## config.mk

```make
export PLATFORM = sky130hd
export DESIGN_NAME = rr_sched3
export DESIGN_NICKNAME = d
export VERILOG_FILES = /design/src/rtl/rr_sched3.sv
export SDC_FILE = /design/constraint.sdc
export NUM_CORES = 1
export LEC_CHECK = 0
export ABC_AREA = 1
export CORE_MARGIN = 5
export CORE_UTILIZATION = 40
export CTS_CLUSTER_DIAMETER = 120
export DETAILED_ROUTE_END_ITERATION = 7
export HOLD_SLACK_MARGIN = 0.03
export SYNTH_ARGS = -nofsm -noshare
export SYNTH_HDL_FRONTEND = slang
export SYNTH_SLANG_ARGS = --single-unit
```

## constraint.sdc

```tcl
create_clock -name clock -period 2.6 [get_ports clock]
set_input_delay 0.65 -clock clock [delete_from_list [all_inputs] [get_ports clock]]
set_output_delay 0.65 -clock clock [all_outputs]
set_load 0.005 [all_outputs]
```

## src/rtl/rr_sched3.sv

```systemverilog
// Round-robin scheduler: three level-sensitive requesters share one resource, with a bounded hold
// and a one-cycle dead gap between owners. Grant visible 1 cycle after arbitration.
module rr_sched3 #(
    parameter int HOLD_MAX = 8,
    parameter int CNT_W    = 8
) (
    input  logic       clock,
    input  logic       reset,
    input  logic [2:0] req,
    input  logic       done,
    output logic [2:0] gnt,
    output logic [1:0] gnt_id,
    output logic       busy,
    output logic       timeout
);

    localparam logic [1:0] S_IDLE  = 2'd0;
    localparam logic [1:0] S_GRANT = 2'd1;
    localparam logic [1:0] S_GAP   = 2'd2;

    localparam int              HOLD_EFF = (HOLD_MAX < 1) ? 1 : HOLD_MAX;
    localparam logic [CNT_W-1:0] CNT_LAST = CNT_W'(HOLD_EFF - 1);

    logic [1:0]       state_q, state_d;
    logic [2:0]       gnt_q, gnt_d;
    logic [1:0]       gnt_id_q, gnt_id_d;
    logic [1:0]       last_q, last_d;
    logic [CNT_W-1:0] cnt_q, cnt_d;
    logic             timeout_q, timeout_d;

    logic [1:0] cand0, cand1, cand2;
    logic [1:0] win_id;
    logic       win_vld;
    logic       owner_req;
    logic       expire;

    // Search order starts just after the previous owner, which therefore ranks last.
    always_comb begin
        cand0 = 2'd0;
        cand1 = 2'd1;
        cand2 = 2'd2;
        case (last_q)
            2'd0: begin
                cand0 = 2'd1;
                cand1 = 2'd2;
                cand2 = 2'd0;
            end
            2'd1: begin
                cand0 = 2'd2;
                cand1 = 2'd0;
                cand2 = 2'd1;
            end
            default: begin
                cand0 = 2'd0;
                cand1 = 2'd1;
                cand2 = 2'd2;
            end
        endcase

        win_vld = |req;
        if (req[cand0]) begin
            win_id = cand0;
        end else if (req[cand1]) begin
            win_id = cand1;
        end else begin
            win_id = cand2;
        end
    end

    assign owner_req = |(req & gnt_q);
    assign expire    = (cnt_q == CNT_LAST);

    always_comb begin
        state_d   = state_q;
        gnt_d     = gnt_q;
        gnt_id_d  = gnt_id_q;
        last_d    = last_q;
        cnt_d     = cnt_q;
        timeout_d = 1'b0;

        case (state_q)
            S_IDLE, S_GAP: begin
                cnt_d = '0;
                if (win_vld) begin
                    state_d  = S_GRANT;
                    gnt_d    = 3'(3'b001 << win_id);
                    gnt_id_d = win_id;
                    last_d   = win_id;
                end else begin
                    state_d  = S_IDLE;
                    gnt_d    = 3'b000;
                    gnt_id_d = 2'd3;
                end
            end
            S_GRANT: begin
                if (done || !owner_req || expire) begin
                    state_d   = S_GAP;
                    gnt_d     = 3'b000;
                    gnt_id_d  = 2'd3;
                    cnt_d     = '0;
                    // Only a pure hold expiry counts as a revocation.
                    timeout_d = expire && !done && owner_req;
                end else begin
                    cnt_d = cnt_q + CNT_W'(1);
                end
            end
            default: begin
                state_d  = S_IDLE;
                gnt_d    = 3'b000;
                gnt_id_d = 2'd3;
                cnt_d    = '0;
            end
        endcase
    end

    always_ff @(posedge clock or posedge reset) begin
        if (reset) begin
            state_q   <= S_IDLE;
            gnt_q     <= 3'b000;
            gnt_id_q  <= 2'd3;
            last_q    <= 2'd2;
            cnt_q     <= '0;
            timeout_q <= 1'b0;
        end else begin
            state_q   <= state_d;
            gnt_q     <= gnt_d;
            gnt_id_q  <= gnt_id_d;
            last_q    <= last_d;
            cnt_q     <= cnt_d;
            timeout_q <= timeout_d;
        end
    end

    // Outputs are qualified by state so an illegal encoding can never leak a grant.
    assign gnt     = (state_q == S_GRANT) ? gnt_q : 3'b000;
    assign gnt_id  = (state_q == S_GRANT) ? gnt_id_q : 2'd3;
    assign busy    = (state_q == S_GRANT) || (state_q == S_GAP);
    assign timeout = timeout_q && (state_q == S_GAP);

endmodule
```

==> out/metrics.cfg <==
[clocking]
cts_tree=built
htree_levels=1
cts_num_sinks=18
clkLatencyLatePin_ns=0.29
clock_path_buffers=2
path_clk_slew_ns=0.10
cts-root-buf=clkbuf_4
ctsHoldBuffers=0
post-cts-setup-buffer-count=0
cts_buffers=3

[finish]
syn2layout_area_growth_pct=19.03
final_nets=156
diodes=0
most-common-layout-cells=nand2_1 (37), inv_1 (19), nor2_1 (16), dfrtp_1 (15), clkdlybuf4s50_1 (12)
drive_above_1_share_pct=9.722
fillerInstances=234
final_common_cell=nand2_1
postLayoutCoreUtil_pct=48.39

[synth]
synth_top_area_share_pct=38.31
synthAdderAreaFrac_pct=6.386
synth_ff_type=dfrtp_1
synthArstFlopShare_pct=100.0
synthMuxAreaShare_pct=0
synth_edf_count=0
ys_ff_latch=18
synth_warnings=0
synth_top_cell_by_area=dfrtp_1
syn_area_per_cell_sq_um=7.654
synth.cell_area_sq_um=979.7
yosys.area_share.simple_pct=31.42
synthXorXnorAreaFrac_pct=0.8940
synth_cells=128
yosysSeqAreaShare_pct=46.36
synth_cell_type_count=19
synth_area_leaders=dfrtp_1 (38%), nand2_1 (14%), dfstp_2 (8.0%)
synth-compound-area-share_pct=6.897
syn-num-nets=139
synth_top_family_by_area=simple AND/OR/NAND/NOR gates

[global_route]
antenna_found_initial=0
grt_max_degree=19
overflow=0
grt_pass1_wl_mm=3.367
grt.total_usage_pct=12.46
grt_pass1_vias=808

[timing]
skew_ns=0.004711
maxSlewHeadroom_pct=54.26
worst_slew_pin_slew_ns=0.6853
clock.fmax_mhz=419.5
setup-violations-final=0
min_period_ns=2.384
report.final.slew_viol_count=0
hold_violations=0
rsz0062_at_grt=false
fin_crit_sh_pct=91.69
tns_ns=0

[routing]
routed_via_density=4.626
drc=0
drt-initial-drc-count=23
avgRoutedWirePerCell_microns=10.63
wl_mm=1.849
vias=805
dr.pass1.iters=4
final_antenna_net_count=0

[power]
power_density_nw_per_um2=846.5
ir_worst_vdd_v=0.0004868
leakagePower_nw=0.6051

[critical_path]
reg2reg_depth=8
cp.required_ns=1.95
worst-path-max-fanout=7
critPathCaptureType=output port
r2r_start=state_q[0]
worstSetupPathType=reg2out
arrival_ns=1.73
crit_path_start=state_q[1]
worstSetupStartpointType=flop

[flow_run]
maxCapViolCount=0

[placement]
port_buffers=12
globalplace.congestion=0.8546
dp_hpwl_mm=1.446

[hold_path]
min_path_type=reg2reg
min_from=cnt_q[0]
min_path_cells=1

[floorplan]
rows=18
ioPinCount=13
die-area_sq_um=3539
initial_utilization_pct=40.65
die_h_microns=59.49
chipWidth_microns=59.49
core_region_area_sq_um=2410

[status]
status=complete, no violations

-- Yosys cell counts (2+ instances only) --
master   instances
nand2_1         37
inv_1           19
nor2_1          16
dfrtp_1         15
nand3_1          9
ha_1             5
nor3_1           4
a21oi_1          3
dfstp_2          3
o21ai_0          3
o21ai_1          3
inv_2            2
nand3_2          2
nor2_2           2
-- critical path, stage by stage (launching register included) --
cell and delay [ns]:
dfrtp_1 0.42, inv_1 0.10, ha_2 0.28, nand2_1 0.07, inv_1 0.07, clkdlybuf4s50_1 0.50
-- flip-flops by register name, summed over array words and instances (netlist names) --
register / count
gnt_q: 3
state_q: 2
cnt_q: 8
gnt_id_q: 2
timeout_q: 1
last_q: 2
-- stage by stage --
step                      setup WS (ns)  hold WS, ns  area (sq um)  total power [mW]  cells
final                            0.2159       0.4693          1166            0.9871    174
after global routing            0.09217       0.4927          1166             1.080    174
after CTS                        0.1127       0.4722          1164            0.9927    174
after detailed placement         0.4612       0.4584          1137            0.8433    170
after global placement           0.4719       0.4562          1137            0.8471    170
after floorplan                   1.107       0.4329         979.7            0.6949    128
-- area by class of cell --
cell class / count / area (sq um) / share of cell area, %
Sequential cell: 18 / 454.2 / 38.95
Multi-Input combinational cell: 89 / 449.2 / 38.52
Timing Repair Buffer: 12 / 120.1 / 10.30
Inverter: 21 / 78.83 / 6.760
Tap cell: 30 / 37.54 / 3.219
Clock buffer: 4 / 26.28 / 2.253
-- logic make-up (layout without fill, tap and decap cells) --
group | count (synthesis) | count (layout)
compound gates | 12 | 12
buf+inv | 21 | 37
flops | 18 | 18
xor+xnor | 1 | 1
simple gates | 71 | 71
fa+ha+maj | 5 | 5
-- layer usage --
layer  GRT usage, %  routed length [microns]  vias to the layer above
met4          4.747                       25                        0
met5              0                        0                        -
met3          2.397                      100                        4
met2          19.81                      818                       13
li1               -                        -                      429
met1          16.71                      905                      359
-- worst paths after layout --
check / end / slack, ns
max in group asynchronous: state_q[1] / 1.42
hold / removal: cnt_q[0] / 0.47
hold reg to reg: cnt_q[0] / 0.47
min in group asynchronous: cnt_q[2] / 0.75
setup reg to reg: gnt_q[0] / 1.03
setup / recovery: gnt[0] / 0.22
-- repair_timing --
action / CTS / global route
resized for setup: 0 / 1
hold endpoints to repair: 0 / 0
setup endpoints to repair: 0 / 1
-- report_power, final --
part | switching, mW | internal (mW)
registers | 0.0442 | 0.364
clock network | 0.0858 | 0.0597
logic | 0.248 | 0.186
Note: power is estimated with default switching activity, not from simulation.
